`src/rtl/id_ex_stage_reg.sv`:
```
// id_ex_stage_reg: ID/EX pipeline register with valid/ready skid buffer, flush, optional stall counter (ID_EX_STALL_CNT_EN)
module id_ex_stage_reg (
    input  logic        clk,
    input  logic        rst_n,
    input  logic        flush,
    input  logic        in_valid,
    output logic        in_ready,
    input  logic [3:0]  in_exec_command,
    input  logic        in_mem_read,
    input  logic        in_mem_write,
    input  logic        in_wb_en,
    input  logic        in_branch,
    input  logic        in_status_update_en,
    input  logic [31:0] in_pc,
    input  logic [31:0] in_val_rn,
    input  logic [31:0] in_val_rm,
    input  logic        in_imm,
    input  logic [11:0] in_shift_operand,
    input  logic [23:0] in_signed_imm_24,
    input  logic [3:0]  in_dest,
    input  logic        in_carry,
    output logic        out_valid,
    input  logic        out_ready,
    output logic [3:0]  out_exec_command,
    output logic        out_mem_read,
    output logic        out_mem_write,
    output logic        out_wb_en,
    output logic        out_branch,
    output logic        out_status_update_en,
    output logic [31:0] out_pc,
    output logic [31:0] out_val_rn,
    output logic [31:0] out_val_rm,
    output logic        out_imm,
    output logic [11:0] out_shift_operand,
    output logic [23:0] out_signed_imm_24,
    output logic [3:0]  out_dest,
    output logic        out_carry,
    output logic [15:0] stall_count
);
    logic [146:0] in_pay, main_pay, skid_pay;
    logic         main_valid, skid_valid, accept, send;
    logic         c_mem_read, c_mem_write, c_wb_en, c_branch, c_status;

    assign in_pay = {in_exec_command, in_mem_read, in_mem_write, in_wb_en, in_branch, in_status_update_en,
                     in_pc, in_val_rn, in_val_rm, in_imm, in_shift_operand, in_signed_imm_24, in_dest, in_carry};
    assign {out_exec_command, c_mem_read, c_mem_write, c_wb_en, c_branch, c_status,
            out_pc, out_val_rn, out_val_rm, out_imm, out_shift_operand, out_signed_imm_24, out_dest, out_carry} = main_pay;

    assign in_ready  = !skid_valid;
    assign out_valid = main_valid;
    assign accept    = in_valid && in_ready;
    assign send      = main_valid && out_ready;

    assign out_mem_read         = c_mem_read  && main_valid;
    assign out_mem_write        = c_mem_write && main_valid;
    assign out_wb_en            = c_wb_en     && main_valid;
    assign out_branch           = c_branch    && main_valid;
    assign out_status_update_en = c_status    && main_valid;

    // Main/skid entries: refill main from skid first to keep order; flush squashes both and any new item.
    always_ff @(posedge clk or negedge rst_n) begin
        if (!rst_n) begin
            main_valid <= 1'b0;
            skid_valid <= 1'b0;
            main_pay   <= '0;
            skid_pay   <= '0;
        end else if (flush) begin
            main_valid <= 1'b0;
            skid_valid <= 1'b0;
        end else if (!main_valid || send) begin
            if (skid_valid) begin
                main_pay   <= skid_pay;
                main_valid <= 1'b1;
                skid_valid <= 1'b0;
            end else if (accept) begin
                main_pay   <= in_pay;
                main_valid <= 1'b1;
            end else begin
                main_valid <= 1'b0;
            end
        end else if (accept) begin
            skid_pay   <= in_pay;
            skid_valid <= 1'b1;
        end
    end

`ifdef ID_EX_STALL_CNT_EN
    // Count cycles where a valid item is held by downstream backpressure, saturating at all-ones.
    always_ff @(posedge clk or negedge rst_n) begin
        if (!rst_n)
            stall_count <= '0;
        else if (main_valid && !out_ready && stall_count != 16'hFFFF)
            stall_count <= stall_count + 16'd1;
    end
`else
    assign stall_count = 16'h0000;
`endif
endmodule

```
`config.mk`:
```
export PLATFORM = sky130hd
export DESIGN_NAME = id_ex_stage_reg
export DESIGN_NICKNAME = d
export VERILOG_FILES = /design/src/rtl/id_ex_stage_reg.sv
export SDC_FILE = /design/constraint.sdc
export NUM_CORES = 1
export LEC_CHECK = 0
export ABC_AREA = 0
export BUFFER_PORTS_ARGS = -buffer_cell sky130_fd_sc_hd__clkbuf_2
export CAP_MARGIN = 20
export CORE_MARGIN = 5
export CORE_UTILIZATION = 50
export CTS_CLUSTER_DIAMETER = 120
export CTS_CLUSTER_SIZE = 24
export DETAILED_ROUTE_END_ITERATION = 8
export PLACE_DENSITY = 0.83
export SETUP_SLACK_MARGIN = 0.05
export SYNTH_ARGS = -nofsm -noshare
export SYNTH_HDL_FRONTEND = slang
export SYNTH_SLANG_ARGS = --single-unit
```
`constraint.sdc`:
```
create_clock -name clk -period 1.91 [get_ports clk]
set_clock_uncertainty 0.2 [all_clocks]
set_input_delay 0.382 -clock clk [delete_from_list [all_inputs] [get_ports clk]]
set_output_delay 0.382 -clock clk [all_outputs]
set_load 0.01 [all_outputs]
```
* Word-level counts from Yosys, hierarchy flattened *
Index checks and enable logic that the tools add are counted.

storage, ports and cells
  register bits after elaboration = 296
  input port bits = 152
  output and inout bits = 165
  logic and storage cells = 30

operators by class
  mux-type cells = 9
  bitwise gates (word level) = 2
  reductions and logical operators = 15

operators with widths
  cell                 count
  $mux W147            2
  $logic_and A1 B1 Y1  7
  $mux W1              7
  $reduce_and A3 Y1    2
  $reduce_bool A2 Y1   2
  $reduce_bool A3 Y1   1
  $logic_not A1 Y1     2
  $not A1 Y1           2
  $logic_or A1 B1 Y1   1

* Longest topological paths before layout *
  depth in word-level cells = 6
  gate-level depth with buffers = 6
  mapped depth without buffers = 3

* Worst setup path before layout *
OpenSTA, ideal clock, no wires.

  path type = register to register
  start = register main_valid, in the netlist out_valid
  end = register main_pay[1]
  library setup time = 127 ps
  data arrival time = 1,535 ps
  path slack = 47 ps
  cell stages (with the launch flop) = 6
  buffers on the path = 2
  clock period less this slack = 1,863 ps
  path through = dfrtp_1 and2b_4 nor3_4 buf_12 buf_12 mux2_1

between the ends
  word-level cells in the longest chain between the ends = 3
  elaborated cells between the ends (all ways) = 4

RTL lines
  element                                                         RTL line  RTL
  from (decl)                                                     41        logic main_valid, skid_valid, accept, send;
  from (signal assigned)                                          63        main_valid <= 1'b0;
  from (signal assigned)                                          68        main_valid <= 1'b0;
  from (signal assigned)                                          73        main_valid <= 1'b1;
  $logic_not A1 Y1 / $logic_and A1 B1 Y1 (equally long branches)  70, 52
  $logic_or A1 B1 Y1 (*)                                          70        end else if (!main_valid || send) begin
  $reduce_and A3 Y1 (no source line) (*)                          n/a
  to (signal assigned)                                            72        main_pay <= skid_pay;
  to (signal assigned)                                            76        main_pay <= in_pay;
  to (decl)                                                       40        logic [146:0] in_pay, main_pay, skid_pay;

Mark *: on every way between the ends. The rest lies on a longest branch, timed or not.
A chain may end at the register's enable or synchronous reset.

* Worst setup path in the final report *
  start = register skid_valid
  end = register main_pay[83]

between the ends
  word-level cells in the longest chain between the ends = 4
  elaborated cells between the ends (all ways) = 5

RTL lines
  element                              RTL line  RTL
  from (decl)                          41
  from (signal assigned)               64        skid_valid <= 1'b0;
  from (signal assigned)               69        skid_valid <= 1'b0;
  from (signal assigned)               74        skid_valid <= 1'b0;
  $logic_not A1 Y1                     49        assign in_ready = !skid_valid;
  $logic_and A1 B1 Y1                  51        assign accept = in_valid && in_ready;
  $reduce_bool A2 Y1 (no source line)  n/a
  $reduce_and A3 Y1 (no source line)   n/a

Parallel ways exist; a longest one is shown, timed or not.

==> impl_results.md <==
* Max_cap viols at 0
* Clock Root Buffer: clkbuf_16
* Worst skew pair latency at 510 ps
* H-tree levels at 1
* Fill count at slightly below 2000
* CTS tree: done
* Vias at approximately 9000
* Total congestion overflow at 0
* Final Cycle Share at 1.06
* Failing checks: setup timing
* Ys Warns at 0
* Die Area at approximately 0.033 mm²
* Startpoint Class: flip-flop
* Switching power at approximately 4.7 mW
* GRT met3 Usage at 0.0341
* Layout cells sized above 1 at 0.656
* WP data arrival at 2210 ps
* Area Growth Syn to Fin at 30.7%
* Part of the Yosys area used for sequential elements at 0.498
* IO Count at 317
* Die Ht at between 150 and 200 µm
* PortBufs at 300
* Seq pwr share at 0.506
* Fin. Hold Viols at 0
* Syn Inst Count at ~960
* Slew @ Worst Pin at 506 ps
* Fin Hold WS at around 210 ps
* Routed len/inst at roughly 23 µm
* Clock share of power at 0.220
* Tot GR Track Use at 0.196
* Initial antenna violation count at 3
* TritonCTS buffer count at 16
* Slew margin rel. at 0.663
* Yosys cell types at 21
* Core ar. at between 0.02 and 0.03 mm²
* Routability congestion estimate at slightly below 0.8
* GR Util met2 at 0.348
* Crit. End Element: flip-flop
* Post-synthesis register bit count at between 200 and 300
* Starting Density at 0.505
* Pwr/cell area at ~870 mW/mm²
* Setup ws final at -109 ps
* Wirelength, routed at between 30000 and 40000 µm
* Register area at ~0.0074 mm²
* Finish-stage setup viols at 290
* Final setup TNS at -17540 ps
* Vias in the first global route at ~9900
* Avg Synthesized Cell Area at 15.6 µm²
* Antenna viol nets, final at 0
* Top post-synthesis cells by area: dfrtp_1, mux2_2, mux2_4
* Synth Cell Area at between 0.01 and 0.015 mm²
* Router iterations before antenna repair at 4
* Met1 Use GR at 0.244
* Max VDD drop at around 0.72 mV
* Max FO, Critical Path at 7
* Post-DP HPWL at roughly 21000 µm
* Area of the multi-input gates at slightly above 0.006 mm²
* Status: complete, but fails checks
* Vias/cell at roughly 5.2
* Net Sw Frac at 0.276
* Leading area contributor after synthesis: dfrtp_1
* Number of DRC markers in iteration 0 at about 340
* P_leak at around 9.6 nW
* Row count at 63
* Final net count at between 1000 and 1500
* Global-route wire length before repair at 53600 µm
* TritonCTS Sinks at about 300
* Residual DRC at 0
* RSZ-0062 raised after global routing: true
* Largest net degree at the start of global routing at 53
* Critical path class: flip-flop to flip-flop
* Grt peak-use layer: met2
* Maximum clock insertion buffer count at 3
* Final Max Tran Viols at 0
* Critical path required time at ~2100 ps
* Horiz. Die Dim at around 180 µm
* Combinational share of power at 0.274
* Fmax at slightly below 500 MHz
* Clk slew on worst S/H paths at around 100 ps
* Internal at 12.2 mW
* Area share of the largest cell type after synthesis at 0.498
* Post-route minimum period at 2020 ps
* Hold crit path type: primary input to asynchronous set/reset pin
layer usage:
| layer | routed length (µm) | share of wire |
|---|---|---|
| met1 | 15500 | 0.39 |
| met2 | 20300 | 0.52 |
| met3 | 1890 | 0.048 |
| met4 | 1490 | 0.038 |
| met5 | 0 | 0 |
synthesized netlist by cell type:
master    count
dfrtp_1     296
mux2_2      281
mux2_4      159
buf_4       158
buf_6        29
buf_12       13
and2_1        5
buf_2         3
a21oi_1       1
and2b_4       1
buf_8         1
clkbuf_1      1
conb_1        1
inv_1         1
mux2_1        1
nand2b_1      1
nand3_2       1
nor2_1        1
nor2_4        1
nor3_1        1
nor3_4        1
path summary, 6_finish.rpt:
check	start	to	slack, ps	cells after the start
min in group clk	in_valid	skid_valid	240	5
hold / removal	rst_n	main_pay[131]	210	2
max in group asynchronous	rst_n	skid_pay[3]	620	3
setup reg to reg	skid_valid	main_pay[83]	-110	7
hold reg to reg	skid_pay[13]	skid_pay[13]	310	1
setup / recovery	skid_valid	main_pay[83]	-110	7
flip-flops by register name (all words and copies together) (netlist names):
signal	count
out_valid	1
main_pay	147
skid_pay	147
skid_valid	1
worst max-delay path, cell delays in order (launching register included):
cell and delay, ps:
dfrtp_4 470, buf_12 130, nor2_4 40, nor3_4 220, buf_6 170, buf_12 170
clkbuf_16 170, mux2_4 310
cells by family (layout without fill, tap and decap cells):
kind of cell / Yosys count / in the layout / share of synthesized area
AO/OA/AOI/OAI: 1 / 1 / 0.000336
AND/OR/NAND/NOR: 12 / 12 / 0.00631
multiplexers: 441 / 441 / 0.374
buffers and inverters: 206 / 582 / 0.122
other: 1 / 19 / 0.000252
flip-flops: 296 / 296 / 0.498
power by group through the flow:
stage	Clock [mW]	Sequential, mW	Combinational [mW]
2_1_floorplan	0	8.25	3.32
3_3_place_gp	0	8.45	3.64
3_5_place_dp	0	8.52	3.76
4_1_cts	3.76	8.43	4.07
5_1_grt	3.98	8.69	4.92
6_report	3.72	8.56	4.64
metrics by stage:
stage	worst slack [ps]	cell area (µm²)	std cells	total power, mW	util
final	-109	19400	1741	16.9	0.660
after global placement	-91.9	16000	1522	12.1	0.541
after CTS	-110	18100	1699	16.3	0.613
after global routing	-168	19400	1741	17.6	0.660
after detailed placement	-119	16000	1522	12.3	0.541
after floorplan	57.5	14900	972	11.6	-
layout by cell type, fill, tap and decap left out:
cell type      synthesis  layout
a21oi_1                1       1
and2_4                 0       5
and2b_4                1       1
buf_12                13      27
buf_16                 0       5
buf_4                158      26
buf_6                 29      22
buf_8                  1      17
bufbuf_16              0       1
clkbuf_1               1       1
clkbuf_16              0      38
clkbuf_2               0     293
clkinv_4               0       1
conb_1                 1      16
dfrtp_1              296     294
dfrtp_2                0       1
dfrtp_4                0       1
diode_2                0       3
dlygate4sd3_1          0     150
inv_12                 0       1
mux2_2               281     166
mux2_4               159     275
nand2b_1               1       1
nand3_4                0       1
nor2_4                 1       2
nor3_1                 1       1
nor3_4                 1       1
timing repair:
action | in CTS | in global routing
hold endpoints to repair | 238 | 0
gates cloned | 1 | 25
resized for setup | 22 | 183
hold buffers | 150 | 0
setup endpoints to repair | 187 | 290
buffers inserted | 7 | 14
pin swaps | 0 | 4
cell type report:
class                   instances  area share
flip-flops and latches        296       0.381
multi-input cells             470       0.318
repair buffers                562       0.252
well taps                     390      0.0251
clock buffers                  18      0.0221
clock inverters                 1    0.000836
inverters                       1    0.000450
diodes                          3    0.000386
Note: power is estimated with default switching activity, not from simulation.
